==> config.mk <==
export PLATFORM = sky130hd
export DESIGN_NAME = hdmi_video_ctrl
export DESIGN_NICKNAME = d
export VERILOG_FILES = /design/src/rtl/hdmi_video_pkg.sv /design/src/rtl/video_timing_counter.sv /design/src/rtl/hdmi_video_ctrl.sv
export SDC_FILE = /design/constraint.sdc
export NUM_CORES = 1
export LEC_CHECK = 0
export ABC_AREA = 0
export BUFFER_PORTS_ARGS = -buffer_cell sky130_fd_sc_hd__clkbuf_2
export CORE_AREA = 2 2 76 78
export CTS_BUF_LIST = sky130_fd_sc_hd__clkbuf_4 sky130_fd_sc_hd__clkbuf_8 sky130_fd_sc_hd__clkbuf_16
export CTS_CLUSTER_DIAMETER = 200
export DETAILED_ROUTE_END_ITERATION = 8
export DIE_AREA = 0 0 78 80
export MAX_ROUTING_LAYER = met4
export PLACE_DENSITY_LB_ADDON = 0.2
export SETUP_SLACK_MARGIN = 0.2
export SLEW_MARGIN = 20
export SYNTH_ARGS = -nofsm -noshare
export SYNTH_HDL_FRONTEND = slang
export SYNTH_HIERARCHICAL = 1
export SYNTH_SLANG_ARGS = --single-unit
==> constraint.sdc <==
create_clock -name i_pix_clk -period 1.9 [get_ports i_pix_clk]
set_input_delay 0.38 -clock i_pix_clk [delete_from_list [all_inputs] [get_ports i_pix_clk]]
set_output_delay 0.38 -clock i_pix_clk [all_outputs]
set_load 0.01 [all_outputs]
==> src/rtl/hdmi_video_pkg.sv <==
// Timing sets, TMDS control-symbol sync encoding and FSM state type for the HDMI video controller.
// Combinational helpers only; no latency, no backpressure.
package hdmi_video_pkg;

  typedef enum logic [1:0] {IDLE = 2'd0, RUN = 2'd1, DRAIN = 2'd2} state_t;

  // 640x480@60, 25.175 MHz pixel clock
  localparam int   VGA_H_ACTIVE = 640;
  localparam int   VGA_H_FP     = 16;
  localparam int   VGA_H_SYNC   = 96;
  localparam int   VGA_H_BP     = 48;
  localparam int   VGA_V_ACTIVE = 480;
  localparam int   VGA_V_FP     = 10;
  localparam int   VGA_V_SYNC   = 2;
  localparam int   VGA_V_BP     = 33;
  localparam logic VGA_H_POL    = 1'b0;
  localparam logic VGA_V_POL    = 1'b0;

  // 1280x720@60, 74.25 MHz pixel clock
  localparam int   HD_H_ACTIVE  = 1280;
  localparam int   HD_H_FP      = 110;
  localparam int   HD_H_SYNC    = 40;
  localparam int   HD_H_BP      = 220;
  localparam int   HD_V_ACTIVE  = 720;
  localparam int   HD_V_FP      = 5;
  localparam int   HD_V_SYNC    = 5;
  localparam int   HD_V_BP      = 20;
  localparam logic HD_H_POL     = 1'b1;
  localparam logic HD_V_POL     = 1'b1;

  // Channel-0 control pair is {vsync, hsync}; each pin idles at the inverse of its asserted level.
  function automatic logic [1:0] ctrl_enc(input logic vs, input logic hs,
                                          input logic v_pol, input logic h_pol);
    return {vs ? v_pol : ~v_pol, hs ? h_pol : ~h_pol};
  endfunction

endpackage

==> src/rtl/video_timing_counter.sv <==
// Raster h/v position counters with active/hsync/vsync decode; decode is combinational from the count registers.
// Advances one pixel per cycle while en is high, holds otherwise; no backpressure.
module video_timing_counter
  import hdmi_video_pkg::*;
#(
  parameter int H_ACTIVE = VGA_H_ACTIVE,
  parameter int H_FP     = VGA_H_FP,
  parameter int H_SYNC   = VGA_H_SYNC,
  parameter int H_BP     = VGA_H_BP,
  parameter int V_ACTIVE = VGA_V_ACTIVE,
  parameter int V_FP     = VGA_V_FP,
  parameter int V_SYNC   = VGA_V_SYNC,
  parameter int V_BP     = VGA_V_BP
) (
  input  logic        clk,
  input  logic        rst_n,
  input  logic        en,
  output logic [11:0] h,
  output logic [11:0] v,
  output logic        active,
  output logic        hs,
  output logic        vs,
  output logic        last
);

  localparam int          H_TOTAL = H_ACTIVE + H_FP + H_SYNC + H_BP;
  localparam int          V_TOTAL = V_ACTIVE + V_FP + V_SYNC + V_BP;
  localparam logic [11:0] H_LAST  = 12'(H_TOTAL - 1);
  localparam logic [11:0] V_LAST  = 12'(V_TOTAL - 1);
  // 13-bit bounds so a total of exactly 4096 still decodes correctly
  localparam logic [12:0] H_ACT   = 13'(H_ACTIVE);
  localparam logic [12:0] V_ACT   = 13'(V_ACTIVE);
  localparam logic [12:0] HS_BEG  = 13'(H_ACTIVE + H_FP);
  localparam logic [12:0] HS_END  = 13'(H_ACTIVE + H_FP + H_SYNC);
  localparam logic [12:0] VS_BEG  = 13'(V_ACTIVE + V_FP);
  localparam logic [12:0] VS_END  = 13'(V_ACTIVE + V_FP + V_SYNC);

  logic [12:0] h_x, v_x;

  always_ff @(posedge clk) begin
    if (!rst_n) begin
      h <= '0;
      v <= '0;
    end else if (en) begin
      if (h == H_LAST) begin
        h <= '0;
        v <= (v == V_LAST) ? '0 : v + 12'd1;
      end else begin
        h <= h + 12'd1;
      end
    end
  end

  assign h_x    = {1'b0, h};
  assign v_x    = {1'b0, v};
  assign active = (h_x < H_ACT) && (v_x < V_ACT);
  assign hs     = (h_x >= HS_BEG) && (h_x < HS_END);
  assign vs     = (v_x >= VS_BEG) && (v_x < VS_END);
  assign last   = (h == H_LAST) && (v == V_LAST);

endmodule

==> src/rtl/hdmi_video_ctrl.sv <==
// Raster sequencer for the TMDS transmitter: fetch requests out, colour/DE/sync aligned PIX_LAT+1 cycles later.
// Source has fixed latency and no backpressure; a missing valid in active video substitutes UNDERFLOW_RGB and sets a sticky flag.
module hdmi_video_ctrl
  import hdmi_video_pkg::*;
#(
  parameter int          H_ACTIVE      = VGA_H_ACTIVE,
  parameter int          H_FP          = VGA_H_FP,
  parameter int          H_SYNC        = VGA_H_SYNC,
  parameter int          H_BP          = VGA_H_BP,
  parameter int          V_ACTIVE      = VGA_V_ACTIVE,
  parameter int          V_FP          = VGA_V_FP,
  parameter int          V_SYNC        = VGA_V_SYNC,
  parameter int          V_BP          = VGA_V_BP,
  parameter logic        H_POL         = VGA_H_POL,
  parameter logic        V_POL         = VGA_V_POL,
  parameter int          PIX_LAT       = 2,
  parameter logic [23:0] UNDERFLOW_RGB = 24'hFF00FF
) (
  input  logic        i_pix_clk,
  input  logic        i_rst_n,
  input  logic        i_enable,
  output logic        o_busy,
  output logic        o_frame_start,
  output logic        o_req,
  output logic [11:0] o_req_x,
  output logic [11:0] o_req_y,
  input  logic [23:0] i_rgb,
  input  logic        i_rgb_valid,
  output logic        o_de,
  output logic [7:0]  o_data_ch0,
  output logic [7:0]  o_data_ch1,
  output logic [7:0]  o_data_ch2,
  output logic [1:0]  o_ctrl_ch0,
  output logic [1:0]  o_ctrl_ch1,
  output logic [1:0]  o_ctrl_ch2,
  output logic        o_underflow,
  input  logic        i_clr_underflow
);

  state_t       state, state_nx;
  logic         cnt_en;
  logic [11:0]  h, v;
  logic         active, hs, vs, last;
  logic [PIX_LAT-1:0] dl_de, dl_hs, dl_vs;
  logic         de_d, hs_d, vs_d;
  logic [23:0]  rgb_q;

  assign cnt_en = (state != IDLE);

  video_timing_counter #(
    .H_ACTIVE(H_ACTIVE), .H_FP(H_FP), .H_SYNC(H_SYNC), .H_BP(H_BP),
    .V_ACTIVE(V_ACTIVE), .V_FP(V_FP), .V_SYNC(V_SYNC), .V_BP(V_BP)
  ) u_timing (
    .clk    (i_pix_clk),
    .rst_n  (i_rst_n),
    .en     (cnt_en),
    .h      (h),
    .v      (v),
    .active (active),
    .hs     (hs),
    .vs     (vs),
    .last   (last)
  );

  always_ff @(posedge i_pix_clk) begin
    if (!i_rst_n) state <= IDLE;
    else          state <= state_nx;
  end

  // Stopping only takes effect at the end of a frame; re-enabling in DRAIN resumes without a gap.
  always_comb begin
    state_nx      = state;
    o_busy        = (state != IDLE);
    o_req         = active && (state != IDLE);
    o_frame_start = (state == RUN) && (h == 12'd0) && (v == 12'd0);
    case (state)
      IDLE:    if (i_enable) state_nx = RUN;
      RUN:     if (!i_enable) state_nx = DRAIN;
      DRAIN: begin
        if (i_enable)  state_nx = RUN;
        else if (last) state_nx = IDLE;
      end
      default: state_nx = IDLE;
    endcase
  end

  assign o_req_x = h;
  assign o_req_y = v;

  // The request (not raw active) is delayed, so an idle controller parked at (0,0) never raises DE.
  always_ff @(posedge i_pix_clk) begin
    if (!i_rst_n) begin
      dl_de <= '0;
      dl_hs <= '0;
      dl_vs <= '0;
    end else begin
      dl_de[0] <= o_req;
      dl_hs[0] <= hs;
      dl_vs[0] <= vs;
      for (int i = 1; i < PIX_LAT; i++) begin
        dl_de[i] <= dl_de[i-1];
        dl_hs[i] <= dl_hs[i-1];
        dl_vs[i] <= dl_vs[i-1];
      end
    end
  end

  assign de_d = dl_de[PIX_LAT-1];
  assign hs_d = dl_hs[PIX_LAT-1];
  assign vs_d = dl_vs[PIX_LAT-1];

  always_ff @(posedge i_pix_clk) begin
    if (!i_rst_n) begin
      o_de        <= 1'b0;
      rgb_q       <= '0;
      o_ctrl_ch0  <= {~V_POL, ~H_POL};
      o_underflow <= 1'b0;
    end else begin
      o_de       <= de_d;
      o_ctrl_ch0 <= ctrl_enc(vs_d, hs_d, V_POL, H_POL);
      if (!de_d)             rgb_q <= '0;
      else if (!i_rgb_valid) rgb_q <= UNDERFLOW_RGB;
      else                   rgb_q <= i_rgb;
      if (de_d && !i_rgb_valid) o_underflow <= 1'b1;
      else if (i_clr_underflow) o_underflow <= 1'b0;
    end
  end

  assign o_data_ch0 = rgb_q[7:0];
  assign o_data_ch1 = rgb_q[15:8];
  assign o_data_ch2 = rgb_q[23:16];
  assign o_ctrl_ch1 = 2'b00;
  assign o_ctrl_ch2 = 2'b00;

endmodule
==> Word level (Yosys, flattened, before mapping) <==
Cells that the tools add are included.
{ "word_totals": {"regBits": 60, "latchBits": 0, "mem_bits_rw": 0, "romBits": 0, "input_bits": 29, "out_inout_bits": 59, "wordCells": 56, "n_memories": 0} }
{ "op_classes": {"add_sub_neg": 2, "multipliers": 0, "n_div": 0, "order_cmp": 6, "eq_ne": 7, "n_shift": 0, "n_mux": 12, "bitwise": 0, "n_reduce_logical": 18} }
{ "ops": {"columns": ["op", "count"], "rows": [
  ["$add A12 B1 Y12 const B", 2],
  ["$eq A12 B10 Y1 const B", 2],
  ["$logic_not A12 Y1", 2],
  ["$lt A12 B10 Y1 const B", 2],
  ["$lt A12 B9 Y1 const B", 2],
  ["$mux W12", 2],
  ["$mux W24", 1],
  ["$ge A12 B10 Y1 const B", 1],
  ["$ge A12 B9 Y1 const B", 1],
  ["$logic_and A1 B1 Y1", 8],
  ["$mux W2", 4],
  ["$pmux W2 S3", 1],
  ["$reduce_and A3 Y1", 2],
  ["$mux W1", 4],
  ["$ne A2 B2 Y1 const B", 2],
  ["$reduce_and A2 Y1", 2],
  ["$reduce_bool A2 Y1", 2],
  ["$ne A3 B3 Y1 const B", 1],
  ["$eq A2 B1 Y1 const B", 1],
  ["$eq A2 B2 Y1 const B", 1],
  ["$logic_not A2 Y1", 1],
  ["$logic_not A1 Y1", 1]
]} }

==> Logic depth before layout (Yosys ltp) <==
Gate-level depths: netlist (run 1).
{ "depth": {"ltp_word": 5, "mapped_depth": 8, "ltp_nobuf": 8} }

==> By module <==
The synthesis (run 1) kept the hierarchy.
{ "by_module_without_submodules": {"columns": ["module", "instances", "cells_each", "area_each_um2", "seq_area_each_um2"], "rows": [
  ["video_timing_counter", 1, 172, 1420.1, 480.5],
  ["hdmi_video_ctrl", 1, 116, 1208.7, 720.7]
]} }

==> Least setup slack after synthesis (run 1) <==
OpenSTA, ideal clock, no wires.
{ "synth_path": {"path_kind": "register -> register", "startpoint": "reg u_timing.h[0]", "endpoint": "reg u_timing.v[6]", "setup_time_ns": 0.074, "arrival_ns": 1.679, "required_time_ns": 1.826, "slack_ns": 0.146, "stages_incl_launch_ff": 7, "n_path_buf": 1, "synth_period_minus_slack_ns": 1.754, "path_cell_list": "dfxtp_1 -> ha_1 -> and4_1 -> buf_6 -> nand4_1 -> or4_1 -> o21ai_0"} }
{ "synth_between": {"elab_chain_cells": 2} }
{ "synth_rtl": {"columns": ["element", "line", "text"], "rows": [
  ["start, declared", "video_timing_counter.sv:18", "output logic [11:0] h,"],
  ["start signal, assigned", "video_timing_counter.sv:49", "h <= h + 12'd1;"],
  ["$eq A12 B10 Y1", "video_timing_counter.sv:45", "if (h == H_LAST) begin"],
  ["$reduce_and A2 Y1 (no line)", null, null],
  ["end signal, assigned", "video_timing_counter.sv:47", "v <= (v == V_LAST) ? '0 : v + 12'd1;"],
  ["end, declared", "video_timing_counter.sv:19", "output logic [11:0] v,"]
]} }
No other way between the ends.
A chain may end at the register's enable or synchronous reset.

==> Worst setup path in the final report (run 1) <==
{ "layout_path": {"startpoint": "reg u_timing.v[6]", "endpoint": "out o_frame_start"} }
{ "layout_between": {"elab_chain_cells": 2} }
{ "layout_rtl": {"columns": ["element", "line", "text"], "rows": [
  ["$logic_not A12 Y1", "hdmi_video_ctrl.sv:75", "o_frame_start = (state == RUN) && (h == 12'd0) && (v == 12'd0);"],
  ["$logic_and A1 B1 Y1", "hdmi_video_ctrl.sv:75", null],
  ["end, declared", "hdmi_video_ctrl.sv:23", "output logic o_frame_start,"]
]} }
No other way between the ends.

==> results of run 1 <==
[per-stage QoR]
| stage | cell area (µm²) | TNS (ns) | setup WS [ns] | cells | power [mW] |
|---|---|---|---|---|---|
| after floorplan | 2650 | 0 | 0.235 | 291 | 1.42 |
| after global placement | 3100 | 0 | 0.133 | 440 | 1.47 |
| after detailed placement | 3100 | 0 | 0.0480 | 440 | 1.48 |
| after CTS | 3410 | 0 | 0.0454 | 463 | 2.53 |
| after global routing | 3600 | -0.126 | -0.0902 | 470 | 2.63 |
| final | 3600 | 0 | 0.00340 | 470 | 2.53 |
[repair_timing]
item / 4_1_cts / 5_1_grt
setup buffers: 6 / 7
cloned: 1 / 0
pin swaps: 7 / 16
endpoints found under the setup margin: 22 / 22
resized for setup: 28 / 32
[layer usage]
layer	track usage, %	vias to the layer above	wire length, µm	part of all wire, %
met5	-	-	0	0
met2	35.1	153	3190	46
met1	27.8	1115	2920	42
li1	-	1205	-	-
met4	11.4	0	233	3.3
met3	4.52	26	634	9.1
[cell type report]
type | instances | area share, %
clock inverter | 4 | 0.695
tap | 72 | 2.50
clock buffer | 12 | 4.24
timing repair buffer | 107 | 17.1
sequential | 60 | 34.2
inverter | 26 | 2.71
multi-input combinational | 189 | 38.6
[how the worst min path moves through the flow]
stage | from | endpoint | slack, ns | cells past startpoint
2_1_floorplan | dl_hs[1] | o_ctrl_ch0[0] | 0.35 | 1
3_3_place_gp | dl_hs[1] | o_ctrl_ch0[0] | 0.35 | 1
3_5_place_dp | dl_vs[1] | o_ctrl_ch0[1] | 0.36 | 1
4_1_cts | i_enable | state[1] | 0.21 | 2
5_1_grt | i_enable | state[1] | 0.21 | 2
6_report | i_enable | state[1] | 0.22 | 2
[flip-flops by register name, summed over array words and instances (netlist names)]
name and count:
dl_vs 2, u_timing/h 12, dl_hs 2, o_ctrl_ch0 2
o_de 1, u_timing/v 12, state 2, dl_de 2
o_underflow 1, rgb_q 24
[kinds of logic (layout without fill, tap and decap cells)]
group | Yosys count | after routing | synth area share (%)
compound gates | 43 | 43 | 10.5
xor+xnor | 10 | 10 | 3.33
fa+ha+maj | 4 | 4 | 1.90
buf+inv | 43 | 149 | 8.66
flops | 60 | 60 | 45.7
mux | 1 | 1 | 0.381
other cells | 1 | 4 | 0.143
simple gates | 126 | 127 | 29.4
[synth_stat cells, drive strengths merged, types with 3 or more instances]
master	n
nor3	5
nor4b	5
nor4	6
clkbuf	4
o21ai	4
xnor2	6
xor2	4
ha	4
a21oi	28
or3	5
nand2	22
buf	13
nor3b	4
or4	4
and3	15
o31ai	3
and2	10
dfxtp	60
nand4	11
nand3	10
nor2	19
inv	26
o22ai	4
and4	5
[power groups by stage]
stage          Sequential (mW)  Combinational, mW  Clock [mW]
2_1_floorplan             1.32             0.0925           0
3_3_place_gp              1.32              0.156           0
3_5_place_dp              1.32              0.157           0
4_1_cts                   1.29              0.166        1.08
5_1_grt                   1.29              0.205        1.14
6_report                  1.29              0.189        1.05
[worst max-delay path, stage by stage, from the launching register on]
cell and delay, ns:
dfxtp_2 0.38, nor4_1 0.35, nand3_1 0.15, nor2_1 0.15
buf_2 0.15
==> flow_metrics.tcl, run 1 <==
set metrics [dict create \
    status "finished clean" \
    drt_iter0_markers 124 \
    cts_hold_buf 0 \
    grt_max_degree 26 \
    ant_nets 0 \
    fillers 432 \
    hold_path_class "in -> reg" \
    synth_edf_count 0 \
    clkSinkCount 60 \
    r2r_start "u_timing/h[0]" \
    power_switching_mw 0.636 \
    timing.rr.end "u_timing/v[7]" \
    h-tree-depth 3 \
    synth_area_leaders "dfxtp_1 (46%), inv_1 (3.6%), a21oi_1 (3.4%), a21oi_2 (3.3%), and3_1 (3.1%)" \
    p_sw_share_pct 25.1 \
    tightest_slew_ns 0.548 \
    peakVddDrop_uv 366 \
    drt_pass1_iterations 4 \
    die_area_um2 6240 \
    crit_end "o_frame_start" \
    numCtsBuffers 9 \
    synth_flop_cell "dfxtp_1" \
    rsz0062_at_grt "yes" \
    antenna_found_initial 0 \
    synth_top_cell_by_area "dfxtp_1" \
    crit_path_start_kind "flip-flop" \
    insertion_delay_ns 0.34 \
    max_freq_ghz 0.527 \
    final_common_cell "clkbuf_2" \
    grt.overflow.total 0 \
    grt_pass1_vias 2150 \
    seqCellArea_um2 1230 \
    intPower_mw 1.90 \
    p_leak_nw 1.62 \
    p_per_area_nw_per_um2 703 \
    whs_ns 0.219 \
    syn2layout_area_growth_pct 37.0 \
    drive_gt1_share_pct 47.5 \
    track_usage_pct 22.5 \
    netlist.area_leader.share_pct 45.7 \
    required_ns 1.52 \
    reg2reg_depth 6 \
    setup_viol 0 \
    vias 2499 \
    io_buffers 83 \
    cts-root-buf "clkbuf_8" \
    clkTransAtPathRegs_ns 0.07 \
    skew_ns 0.00932 \
    final_cell_mix "clkbuf_2 (82), dfxtp_1 (44), inv_1 (23)" \
    critPathKind "reg -> out" \
    clkPwrFrac_pct 41.6 \
    drt_wl_total_mm 6.98 \
    antenna_cells 0 \
    syn_area_per_cell_um2 9.13 \
    drt_drc_violations_left 0 \
    ys_seq_area_share_pct 45.7 \
    grt_pass1_wl_mm 10.6 \
    combPwrFrac_pct 7.5 \
    core_um2 5410 \
    hpwl_mm 4.32 \
    cp.arrival_ns 1.52 \
    min_period_ns 1.90 \
    reg2reg_slack_ns 0.07 \
    synth_cell_type_count 47 \
    wl_per_cell_um 14.9 \
    period_share_pct 99.8 \
    worstSetupEndpointType "output port" \
    io_pins 88 \
    nets 426 \
    startpoint "u_timing/v[6]" \
    cp_max_fo 9 \
    clock_path_buffers 2 \
    routabilityCongestion 0.973 \
    hold_viol 0 \
    syn_area_um2 2630 \
    die_w_um 78 \
    ys_seq_elements 60 \
    max-cap-violations 0 \
    drv_slew 0 \
    die-height_um 80 \
    finish.utilization_pct 66.6 \
    rows 27 \
    vias_per_cell 5.32 \
    yosysWarnings 6 \
    initial_core_util_pct 48.6 \
    slew_headroom_pct 63.5 \
    multi_input_comb_area_um2 1390 \
    seqPwrFrac_pct 50.9 \
    syn-instance-count 288 \
    synth-async-reset-ratio_pct 0 \
    cts_tree "done" \
]
Note: power is estimated with default switching activity, not from simulation.
==> inputs of run 2 (changes only) <==
--- a/config.mk
+++ b/config.mk
@@ -13,7 +13,7 @@
 export DETAILED_ROUTE_END_ITERATION = 8
 export DIE_AREA = 0 0 78 80
 export MAX_ROUTING_LAYER = met4
-export PLACE_DENSITY_LB_ADDON = 0.2
+export PLACE_DENSITY = 0.85
 export SETUP_SLACK_MARGIN = 0.2
 export SLEW_MARGIN = 20
 export SYNTH_ARGS = -nofsm -noshare
==> run 2 against run 1 <==
Against the previous run:
- non-clock buffer count rose by 9
- worst hold slack better by 0.011 ns
- die area did not move
- setup slack better by 0.047 ns
- sequential power about the same
- register-to-register slack improved by 0.07 ns
- total power up 7.6%
- final area is 4.0% higher
- global-route usage is 1.7 points higher
- fmax rose by 2.5%
- clock power rose by 19%
- critical path type unchanged
==> flow_metrics.tcl, run 2 (synthesis gave the netlist of run 1 again) <==
set metrics [dict create \
    reg2reg_depth 9 \
    drt_iter0_markers 254 \
    dp_cells 444 \
    reg.largest.list "rgb_q (24), u_timing/h (12), u_timing/v (12)" \
    skew_ns 0.00954 \
    seqPwrFrac_pct 47.2 \
    crit_path_start_kind "flip-flop" \
    status "finished clean" \
    clkSinkCount 60 \
    insertion_delay_ns 0.35 \
    nets 434 \
    final_cell_mix "clkbuf_2 (81), dfxtp_1 (42), buf_4 (27)" \
    rsz0062_at_grt "yes" \
    syn2layout_area_growth_pct 42.5 \
    initial_core_util_pct 48.6 \
    grt_max_degree 25 \
    io_buffers 83 \
    drt_pass1_iterations 5 \
    fin_cells 478 \
    clkTransAtPathRegs_ns 0.07 \
    largest_reg_flops 24 \
    ant_nets 0 \
    drt_wl_total_mm 8.17 \
    finish.utilization_pct 69.3 \
    peakVddDrop_uv 519 \
    worstSetupEndpointType "output port" \
    die_area_um2 6240 \
    r2r_start "u_timing/v[1]" \
    max_freq_ghz 0.541 \
    combPwrFrac_pct 6.7 \
    grt_most_used_layer "met2" \
    min_from "i_enable" \
    cp.arrival_ns 1.47 \
    die_w_um 78 \
    cts_hold_buf 0 \
    routabilityCongestion 0.942 \
    final_common_cell "clkbuf_2" \
    met3_usage_pct 6.79 \
    setup_viol 0 \
    p_leak_nw 1.71 \
    drv_slew 0 \
    clkPwrFrac_pct 46.1 \
    die-height_um 80 \
    grt.overflow.total 0 \
    top_register "rgb_q" \
    p_sw_share_pct 23.0 \
    globalRouteMet2Util_pct 38.6 \
    whs_ns 0.230 \
    cp_max_fo 8 \
    antenna_cells 0 \
    required_ns 1.52 \
    cts_tree "done" \
    h-tree-depth 3 \
    core_um2 5410 \
    reg2reg_slack_ns 0.14 \
    hold_path_class "in -> reg" \
    intPower_mw 2.10 \
    critPathKind "reg -> out" \
    min_period_ns 1.85 \
    drive_gt1_share_pct 49.0 \
    placed_area_um2 3130 \
    hpwl_mm 4.69 \
    cts-root-buf "clkbuf_8" \
    vias 2704 \
    timing.rr.end "state[1]" \
    power_switching_mw 0.627 \
    finish.instance_area_um2 3740 \
    p_per_area_nw_per_um2 727 \
    startpoint "u_timing/v[8]" \
    io_pins 88 \
    hold_end "state[1]" \
    track_usage_pct 24.2 \
    clock_path_buffers 2 \
    drt_drc_violations_left 0 \
    grt_pass1_wl_mm 11.5 \
    hold_path_depth 2 \
    wl_per_cell_um 17.1 \
    period_share_pct 97.4 \
    numCtsBuffers 9 \
    max-cap-violations 0 \
    use_met1_pct 28.2 \
    rows 27 \
    antenna_found_initial 0 \
    setup_tns_ns 0 \
    grt_pass1_vias 2404 \
    hold_viol 0 \
    vias_per_cell 5.66 \
]
[run 2: how the worst max path moves through the flow]
stage	end	slack [ns]	cells past startpoint
after global routing	o_frame_start	0.002	5
after CTS	o_req	0.07	5
after global placement	u_timing/v[9]	0.15	5
after floorplan	state[1]	0.23	8
after detailed placement	u_timing/v[6]	0.07	5
final	o_frame_start	0.05	4
[run 2: timing repair]
item	in CTS	in global routing
endpoints found under the setup margin	20	19
setup buffers	7	11
pin swaps	12	19
resized for setup	34	42
[run 2: through the flow]
stage	setup WS (ns)	power, mW
floorplan	0.235	1.42
global placement	0.147	1.48
detailed placement	0.0670	1.48
CTS	0.0711	2.72
global route	0.00194	2.80
finish	0.0500	2.72
[run 2: final cells by class]
| type | count | area, µm² |
|---|---|---|
| tap | 72 | 90.1 |
| sequential | 60 | 1250 |
| timing repair buffer | 116 | 686 |
| fill | 395 | 1660 |
| clock inverter | 3 | 42.5 |
| clock buffer | 13 | 179 |
| inverter | 26 | 97.6 |
| multi-input combinational | 188 | 1400 |
[run 2: power by group through the flow]
stage / registers [mW] / clock network [mW] / logic, mW
floorplan: 1.32 / 0 / 0.0925
global placement: 1.32 / 0 / 0.159
detailed placement: 1.32 / 0 / 0.162
CTS: 1.29 / 1.26 / 0.168
global route: 1.29 / 1.32 / 0.198
finish: 1.29 / 1.25 / 0.183
[run 2: routing by layer]
layer,routed length (µm),share of wire (%),up-vias
met4,306,3.7,0
li1,-,-,1220
met5,0,0,-
met2,3830,47,206
met3,843,10,43
met1,3190,39,1235
[run 2: critical path, cell delays in order, from the launching register on]
cell	delay [ns]
dfxtp_4	0.38
nor4_2	0.34
nand3_1	0.15
nor2_1	0.11
buf_2	0.13
==> inputs of run 3 (changes only) <==
--- a/config.mk
+++ b/config.mk
@@ -7,13 +7,14 @@
 export LEC_CHECK = 0
 export ABC_AREA = 0
 export BUFFER_PORTS_ARGS = -buffer_cell sky130_fd_sc_hd__clkbuf_2
-export CORE_AREA = 2 2 76 78
+export CORE_AREA = 2 2 73 75
 export CTS_BUF_LIST = sky130_fd_sc_hd__clkbuf_4 sky130_fd_sc_hd__clkbuf_8 sky130_fd_sc_hd__clkbuf_16
 export CTS_CLUSTER_DIAMETER = 200
+export CTS_CLUSTER_SIZE = 30
 export DETAILED_ROUTE_END_ITERATION = 8
-export DIE_AREA = 0 0 78 80
+export DIE_AREA = 0 0 75 77
 export MAX_ROUTING_LAYER = met4
-export PLACE_DENSITY = 0.85
+export PLACE_DENSITY = 0.9
 export SETUP_SLACK_MARGIN = 0.2
 export SLEW_MARGIN = 20
 export SYNTH_ARGS = -nofsm -noshare
==> constraint.sdc (replaced) <==
create_clock -name i_pix_clk -period 2.2 [get_ports i_pix_clk]
set_input_delay 0.44 -clock i_pix_clk [delete_from_list [all_inputs] [get_ports i_pix_clk]]
set_output_delay 0.44 -clock i_pix_clk [all_outputs]
set_load 0.01 [all_outputs]
==> run 3 against run 2 <==
Against the previous run:
- flip-flop and latch count unchanged
- clock skew down 0.0015 ns
- global-route usage down 1.7 points
- sequential share of layout area up 3.2 points
- via count down 7.7%
- routed wire length down 18%
- combinational power down 24%
- setup slack better by 0.19 ns
- die area down 7.5%
- cell count down 5.6%
- critical path type unchanged
- critical endpoint is now o_req
- largest power group unchanged
==> flow_metrics.tcl, run 3 (synthesis gave the netlist of run 1 again) <==
set metrics [dict create \
    rsz0062_at_grt "no" \
    slew_headroom_pct 65.5 \
    worstSetupEndpointType "output port" \
    die-height_um 77 \
    reg.largest.list "rgb_q (24), u_timing/h (12), u_timing/v (12)" \
    antenna_cells 0 \
    ant_nets 0 \
    max_freq_ghz 0.509 \
    setup_viol 0 \
    cts_tree "done" \
    wl_met1_mm 2.64 \
    hold_path_class "in -> reg" \
    numCtsBuffers 9 \
    vias_per_cell 5.53 \
    hpwl_mm 4.39 \
    drt_wl_total_mm 6.68 \
    met3WireLength_um 728 \
    wl_per_cell_um 14.8 \
    cts-root-buf "clkbuf_8" \
    die_w_um 75 \
    top_register "rgb_q" \
    core_um2 4980 \
    vias 2495 \
    top_layer_used "met4" \
    period_share_pct 89.3 \
    final_cell_mix "clkbuf_2 (83), dfxtp_1 (48), inv_1 (25)" \
    max_stage_delay_ns 0.37 \
    skew_ns 0.00804 \
    drive_gt1_share_pct 39.6 \
    die_area_um2 5780 \
    clkSinkCount 60 \
    drt_drc_violations_left 0 \
    nets 409 \
    track_usage_pct 22.4 \
    antenna_found_initial 0 \
    dp_cells 429 \
    cp_max_fo 6 \
    crit_path_start_kind "flip-flop" \
    cp.arrival_ns 1.52 \
    p_total_mw 2.27 \
    fin_cells 451 \
    drt_iter0_markers 132 \
    required_ns 1.76 \
    grt_pass1_vias 2115 \
    route.met2.wl_mm 3.12 \
    p_per_area_nw_per_um2 676 \
    clock_path_buffers 2 \
    io_buffers 83 \
    h-tree-depth 3 \
    final_common_cell "clkbuf_2" \
    insertion_delay_ns 0.33 \
    io_pins 88 \
    grt_pass1_wl_mm 9.87 \
    min_period_ns 1.96 \
    syn2layout_area_growth_pct 27.5 \
    p_leak_nw 1.51 \
    grt_max_degree 26 \
    setup_tns_ns 0 \
    rows 26 \
    drv_slew 0 \
    hold_viol 0 \
    peakVddDrop_uv 370 \
    critPathKind "reg -> out" \
    finish.utilization_pct 67.3 \
    max-cap-violations 0 \
    initial_core_util_pct 52.8 \
    routabilityCongestion 0.926 \
    tightest_slew_ns 0.518 \
    cp_slowest_cell "dfxtp_2" \
    clkTransAtPathRegs_ns 0.07 \
    largest_reg_flops 24 \
    worstPathCellList "nor2_2 -> nand3_1 -> nor3_4 -> and2_4 -> clkbuf_2" \
    grt.overflow.total 0 \
    status "finished clean" \
    fillers 370 \
    drt_pass1_iterations 6 \
]
run 3: cell count changes in the layout (fill, tap and decap cells not counted), moves of 3 or more:
cell	previous run	this run
buf_4	27	8
dfxtp_4	9	2
dfxtp_1	42	48
nor4_4	3	0
buf_6	6	0
run 3: worst max-delay path: cells and delay by family, from the launching register on:
kind	cells	cell delay [ns]
flops	1	0.37
buf+inv	1	0.12
simple gates	4	0.70
run 3: layout make-up:
class	instances	area (µm²)	area share (%)
multi-input combinational	188	1260	37.7
inverter	26	97.6	2.91
sequential	60	1220	36.4
clock inverter	4	47.5	1.42
timing repair buffer	91	475	14.2
clock buffer	12	159	4.74
tap	70	87.6	2.61
run 3: what timing repair did:
item                       in CTS  in global routing
pin swaps                       1                  4
resized for setup               1                 27
hold buffers                    0                  0
buffers inserted                1                  5
setup endpoints to repair       2                 20
cloned                          0                  0
run 3: metrics by stage:
step | instance area (µm²) | worst slack [ns] | hold slack [ns]
after global placement | 3030 | 0.323 | 0.355
after CTS | 3250 | 0.210 | 0.294
after floorplan | 2640 | 0.446 | 0.351
final | 3350 | 0.236 | 0.303
after global routing | 3350 | 0.148 | 0.297
after detailed placement | 3030 | 0.184 | 0.357
run 3: path summary, 6_finish.rpt:
| check | startpoint | end | slack (ns) | cells past startpoint |
|---|---|---|---|---|
| min reg2reg | dl_hs[1] | o_ctrl_ch0[0] | 0.37 | 1 |
| min | i_enable | state[1] | 0.30 | 2 |
| max reg2reg | u_timing/v[0] | u_timing/v[2] | 0.31 | 7 |
| max | u_timing/v[11] | o_req | 0.24 | 5 |
run 3: metal layers:
metal  vias up  GRT usage (%)
met2       173           34.6
met1      1130           27.2
li1       1166              -
met5         -              -
met3        26           5.26
met4         0           10.7
run 3: where the power goes:
group / internal [mW] / switching (mW)
clock network: 0.594 / 0.418
registers: 1.10 / 0.0156
logic: 0.0621 / 0.0770
